$ cat src/rtl/ara_dfx_axi_decoupler.sv
// AXI decoupler for the Ara VLSU reconfigurable partition: drains accepted bursts on request,
// then clamps both sides so the partition can be swapped without upsetting the crossbar.
package ara_dfx_axi_pkg;
  typedef struct packed {
    logic [3:0]  id;
    logic [31:0] addr;
    logic [7:0]  len;
    logic [2:0]  size;
    logic [1:0]  burst;
  } ax_chan_t;

  typedef struct packed {
    logic [63:0] data;
    logic [7:0]  strb;
    logic        last;
  } w_chan_t;

  typedef struct packed {
    logic [3:0] id;
    logic [1:0] resp;
  } b_chan_t;

  typedef struct packed {
    logic [3:0]  id;
    logic [63:0] data;
    logic [1:0]  resp;
    logic        last;
  } r_chan_t;

  typedef struct packed {
    ax_chan_t aw;
    logic     aw_valid;
    w_chan_t  w;
    logic     w_valid;
    logic     b_ready;
    ax_chan_t ar;
    logic     ar_valid;
    logic     r_ready;
  } axi_req_t;

  typedef struct packed {
    logic     aw_ready;
    logic     ar_ready;
    logic     w_ready;
    logic     b_valid;
    b_chan_t  b;
    logic     r_valid;
    r_chan_t  r;
  } axi_resp_t;
endpackage

module ara_dfx_axi_decoupler #(
  parameter type         axi_req_t  = ara_dfx_axi_pkg::axi_req_t,
  parameter type         axi_resp_t = ara_dfx_axi_pkg::axi_resp_t,
  parameter int unsigned MaxTxns    = 8,
  localparam int unsigned CntW      = $clog2(MaxTxns + 1)
) (
  input  logic            clk_i,
  input  logic            rst_ni,
  input  axi_req_t        slv_req_i,
  output axi_resp_t       slv_resp_o,
  output axi_req_t        mst_req_o,
  input  axi_resp_t       mst_resp_i,
  input  logic            decouple_req_i,
  output logic            decouple_ack_o,
  output logic [CntW-1:0] rd_pending_o,
  output logic [CntW-1:0] wr_pending_o
);

  typedef enum logic [1:0] {RUN, DRAIN, DECOUPLED} state_e;

  localparam logic [CntW-1:0] MaxCnt = CntW'(MaxTxns);

  state_e          state_q, state_d;
  logic            ack_q, ack_d;
  logic [CntW-1:0] rd_cnt_q, rd_cnt_d;
  logic [CntW-1:0] wr_cnt_q, wr_cnt_d;
  logic [CntW-1:0] w_cnt_q, w_cnt_d;
  logic [CntW-1:0] w_early_q, w_early_d;

  logic ar_hs, rl_hs, aw_hs, b_hs, wl_hs, all_idle;

  always_comb begin
    mst_req_o  = slv_req_i;
    slv_resp_o = mst_resp_i;
    unique case (state_q)
      RUN: begin
        if (rd_cnt_q == MaxCnt) begin
          mst_req_o.ar_valid  = 1'b0;
          slv_resp_o.ar_ready = 1'b0;
        end
        if (wr_cnt_q == MaxCnt || w_cnt_q == MaxCnt) begin
          mst_req_o.aw_valid  = 1'b0;
          slv_resp_o.aw_ready = 1'b0;
        end
      end
      DRAIN: begin
        mst_req_o.ar_valid  = 1'b0;
        mst_req_o.aw_valid  = 1'b0;
        slv_resp_o.ar_ready = 1'b0;
        slv_resp_o.aw_ready = 1'b0;
        if (w_cnt_q == '0) begin
          mst_req_o.w_valid  = 1'b0;
          slv_resp_o.w_ready = 1'b0;
        end
      end
      default: begin
        mst_req_o.ar_valid  = 1'b0;
        mst_req_o.aw_valid  = 1'b0;
        mst_req_o.w_valid   = 1'b0;
        mst_req_o.b_ready   = 1'b1;
        mst_req_o.r_ready   = 1'b1;
        slv_resp_o.ar_ready = 1'b0;
        slv_resp_o.aw_ready = 1'b0;
        slv_resp_o.w_ready  = 1'b0;
        slv_resp_o.b_valid  = 1'b0;
        slv_resp_o.r_valid  = 1'b0;
      end
    endcase
  end

  assign ar_hs = mst_req_o.ar_valid & mst_resp_i.ar_ready;
  assign rl_hs = mst_resp_i.r_valid & mst_req_o.r_ready & mst_resp_i.r.last;
  assign aw_hs = mst_req_o.aw_valid & mst_resp_i.aw_ready;
  assign b_hs  = mst_resp_i.b_valid & mst_req_o.b_ready;
  assign wl_hs = mst_req_o.w_valid & mst_resp_i.w_ready & mst_req_o.w.last;

  assign all_idle = (rd_cnt_q == '0) && (wr_cnt_q == '0) && (w_cnt_q == '0);

  always_comb begin
    rd_cnt_d  = rd_cnt_q;
    wr_cnt_d  = wr_cnt_q;
    w_cnt_d   = w_cnt_q;
    w_early_d = w_early_q;

    // Absorbed responses while decoupled must not underflow the counters.
    if (ar_hs && !rl_hs && rd_cnt_q != MaxCnt) rd_cnt_d = rd_cnt_q + 1'b1;
    else if (rl_hs && !ar_hs && rd_cnt_q != '0) rd_cnt_d = rd_cnt_q - 1'b1;

    if (aw_hs && !b_hs && wr_cnt_q != MaxCnt) wr_cnt_d = wr_cnt_q + 1'b1;
    else if (b_hs && !aw_hs && wr_cnt_q != '0) wr_cnt_d = wr_cnt_q - 1'b1;

    // A W burst completed ahead of its AW is banked and cancels that AW on arrival.
    if (aw_hs && !wl_hs) begin
      if (w_early_q != '0) w_early_d = w_early_q - 1'b1;
      else if (w_cnt_q != MaxCnt) w_cnt_d = w_cnt_q + 1'b1;
    end else if (wl_hs && !aw_hs) begin
      if (w_cnt_q != '0) w_cnt_d = w_cnt_q - 1'b1;
      else if (w_early_q != MaxCnt) w_early_d = w_early_q + 1'b1;
    end

    state_d = state_q;
    unique case (state_q)
      RUN:       if (decouple_req_i) state_d = DRAIN;
      DRAIN:     if (all_idle) state_d = decouple_req_i ? DECOUPLED : RUN;
      DECOUPLED: if (!decouple_req_i) state_d = RUN;
      default:   state_d = RUN;
    endcase
    ack_d = (state_d == DECOUPLED);
  end

  always_ff @(posedge clk_i or negedge rst_ni) begin
    if (!rst_ni) begin
      state_q   <= RUN;
      ack_q     <= 1'b0;
      rd_cnt_q  <= '0;
      wr_cnt_q  <= '0;
      w_cnt_q   <= '0;
      w_early_q <= '0;
    end else begin
      state_q   <= state_d;
      ack_q     <= ack_d;
      rd_cnt_q  <= rd_cnt_d;
      wr_cnt_q  <= wr_cnt_d;
      w_cnt_q   <= w_cnt_d;
      w_early_q <= w_early_d;
    end
  end

  assign decouple_ack_o = ack_q;
  assign rd_pending_o   = rd_cnt_q;
  assign wr_pending_o   = wr_cnt_q;

endmodule

$ cat config.mk
export PLATFORM = sky130hd
export DESIGN_NAME = ara_dfx_axi_decoupler
export DESIGN_NICKNAME = d
export VERILOG_FILES = /design/src/rtl/ara_dfx_axi_decoupler.sv
export SDC_FILE = /design/constraint.sdc
export NUM_CORES = 1
export LEC_CHECK = 0
export ABC_CLOCK_PERIOD_IN_PS = 5300
export CORE_AREA = 2 2 205 207
export DETAILED_ROUTE_END_ITERATION = 10
export DIE_AREA = 0 0 207 209
export SLEW_MARGIN = 20
export SYNTH_ARGS = -nofsm -noshare
export SYNTH_HDL_FRONTEND = slang
export SYNTH_SLANG_ARGS = --single-unit
export TNS_END_PERCENT = 1
$ cat constraint.sdc
create_clock -name clk_i -period 5.3 [get_ports clk_i]
set_clock_uncertainty 0.15 [all_clocks]
set_input_delay 0.53 -clock clk_i [delete_from_list [all_inputs] [get_ports clk_i]]
set_output_delay 0.53 -clock clk_i [all_outputs]
set_load 0.005 [all_outputs]
==> out/qor.csv <==
metric;value;unit
first-pass GRT wire length;14600;µm
critical path's slowest cell;dfrtp_1;
slew margin rel.;0.650;
M1 WL;2950;µm
Post-Synth Adder-Cell Area;0.0461;
maximum clock insertion buffer count;2;
outcome;completed;
fin crit share;0.761;
Post-Synth Simple-Gate Area;0.101;
Largest delay share family, worst path;simple AND/OR/NAND/NOR gates;
CTS tree;done;
synthesized cell area;3310;µm²
antenna cell count;0;
Max stage delay on crit path;470;ps
Worst setup SP type;register;
DRC violations left;0;
maxcap violations;0;
Ports;528;
FILL cells;4854;
actual slew at the worst max-slew pin;524;ps
Synth Area in Compound Gates;0.0703;
warnings from Yosys;0;
Area Overhead vs Synth;-23.6;%
initial antenna violation count;0;
PD cells;359;nW/µm²
area of the multi-input gates;937;µm²
GR Util All Layers;0.0498;
starting density of the core;0.0802;
post_cts resized;0;
Core Region;41300;µm²
chip height;209;µm
share of layout cells above drive strength 1;0.109;
syn avg cell area;8.58;µm²
Setup CP Type;register to register;
wire per inst;15.9;µm
share of flip-flops with an asynchronous set or reset;1.00;
Place WS;1280;ps
total clock sinks;19;
worst skew pair latency;250;ps
vias per cell;2.25;
Pins Over Slew Limit;0;
DR pass1 iterations;4;
Critical Path End Type;register;
vias;1605;
post-synthesis xor/xnor area fraction;0.0370;
DR WL met3;2170;µm
sequential area share after synthesis;0.144;
DPL Wire Length;9650;µm
Final Hold Viols;0;
net count after synthesis;658;
Worst Path Arrival;4020;ps
RSZ-0062 raised after global routing;no;
clock-pin slew on the worst setup and hold paths;60;ps
number of flops mapped to enable cells by yosys;0;
final-stage net count;447;
Top cell by count, worst path;ha_1;
worst vdd ir;0.118;mV
Primary FF master, synth;dfrtp_1;
final worst slack;1270;ps
CP max FO;11;
top routing layer used;met4;
main combinational cell family by area after synthesis;buffers and inverters;
Die Area;43300;µm²
1st-iter DRT viols;69;
non-filler cells in the finished layout;713;
HP Class;input pin to async pin;
fmax;248;MHz
# setup viols final;0;
largest net degree at the start of global routing;20;
Critical path buffers and inverters;1;
Data required, critical path;5290;ps
# rows;75;
H-tree Lvls;1;
vias in the first global route;1703;
Mapped Cells;386;
total length of routed met2 wires;4910;µm
#FFs+latches synth;19;
CTS Hold Bufs;0;
setup TNS;0;ps
CP cell instances;or3_1 > nor3b_1 > nor2_1 > and2_1 > nand3_1 > ha_1 > inv_1 > ha_1 > nor4bb_1 > a311oi_1 > mux2_2 > o21ai_1 > o31ai_1;
die width;207;µm
DRT antenna net count;0;
RD Place Congestion;0.649;
synth unique cells;52;
Port Buffers;35;
leakage power total;0.748;nW
Clock Root Buffer;clkbuf_16;
clock buffer count from CTS;3;
drt total wl;11300;µm
mux share of post-synthesis cell area;0.0291;
placed cell count;709;
register area;475;µm²
fin crit period;4030;ps
grt total ovfl;0;
setup bufs post-CTS;0;
Final Util;0.0613;
sequential cells by signal (all words and copies together) (netlist names):
name,cells
rd_pending_o,4
w_cnt_q,4
w_early_q,4
wr_pending_o,4
state_q,2
decouple_ack_o,1
placed cells by master, fill, tap and decap left out, types with 2 or more instances in the layout:
master	count
mux2_1	4
dfrtp_1	19
o21ai_1	3
nand2_1	7
nor2_1	6
inv_1	3
a31oi_1	2
mux2_4	2
fa_1	2
a21oi_1	7
xor2_1	5
a21o_1	2
and3_1	3
clkbuf_16	3
and2_1	7
nand3_1	5
nor2_2	2
or3_1	2
ha_1	9
nor2b_1	2
or2_1	2
xnor2_1	9
clkdlybuf4s50_1	34
nor3_1	5
routing by layer:
| metal | GRT usage | vias up |
|---|---|---|
| li1 | - | 580 |
| met1 | 0.0393 | 669 |
| met2 | 0.0737 | 232 |
| met3 | 0.0397 | 124 |
| met4 | 0.0544 | 0 |
| met5 | 0 | - |
stage by stage:
step	instance area [µm²]	power (mW)	hold slack, ps
floorplan	3310	0.719	84.4
finish	2530	0.907	98.3
global route	2530	0.993	143
CTS	2530	0.931	131
detailed placement	2450	0.760	394
global placement	2460	0.751	384
power by group:
group | switching (mW) | total [mW] | internal [mW]
Combinational | 0.184 | 0.420 | 0.235
Clock | 0.0614 | 0.164 | 0.103
Sequential | 0.119 | 0.324 | 0.204
cell usage after synthesis (2+ instances only):
cell / n / share of area
fa_1: 2 / 0.012
nor2_1: 6 / 0.0068
nand3_1: 5 / 0.0076
dfrtp_1: 19 / 0.14
a31oi_1: 2 / 0.0038
xnor2_1: 9 / 0.024
nor2b_1: 2 / 0.0038
a21oi_1: 7 / 0.011
ha_1: 9 / 0.034
xor2_1: 5 / 0.013
mux2_1: 4 / 0.014
buf_2: 2 / 0.0030
or3_1: 2 / 0.0038
nand2_1: 7 / 0.0079
a21o_1: 2 / 0.0045
buf_4: 248 / 0.56
nor2_2: 2 / 0.0038
and2_1: 7 / 0.013
inv_1: 3 / 0.0034
nor3_1: 5 / 0.0076
or2_1: 2 / 0.0038
and3_1: 3 / 0.0057
mux2_4: 2 / 0.0091
o21ai_1: 3 / 0.0045
cell type report:
class / instances / share of cell area
inverters: 3 / 0.00445
multi-input cells: 112 / 0.370
flip-flops and latches: 19 / 0.188
repair buffers: 36 / 0.139
clock buffers: 4 / 0.0312
well taps: 539 / 0.267
path summary, 6_finish.rpt:
path	startpoint	to	slack, ps	cells past startpoint
setup / recovery	w_cnt_q[1]$_DFFE_PN0P_	w_cnt_q[3]$_DFFE_PN0P_	1270	13
hold / removal	rst_ni	decouple_ack_o$_DFF_PN0_	100	1
setup reg to reg	w_cnt_q[1]$_DFFE_PN0P_	w_cnt_q[3]$_DFFE_PN0P_	1270	13
hold reg to reg	w_early_q[3]$_DFFE_PN0P_	w_early_q[3]$_DFFE_PN0P_	400	1
max in group asynchronous	rst_ni	rd_pending_o[0]$_DFFE_PN0P_	4550	1
min in group clk_i	w_early_q[3]$_DFFE_PN0P_	w_early_q[3]$_DFFE_PN0P_	400	1
cell families (layout without fill, tap and decap cells):
family,Yosys count,count (layout)
compound gates,28,28
xor+xnor,14,14
fa+ha+maj,11,11
buf+inv,255,43
flops,19,19
mux,8,8
simple gates,51,51
worst reg2reg max path, stage by stage (launching register included):
cell and delay, ps:
dfrtp_1 470, or3_1 460, nor3b_1 280, nor2_1 120, and2_1 200, nand3_1 120, ha_1 400, inv_1 170
ha_1 340, nor4bb_1 150, a311oi_1 470, mux2_2 400, o21ai_1 120, o31ai_1 80
Note: power is estimated with default switching activity, not from simulation.
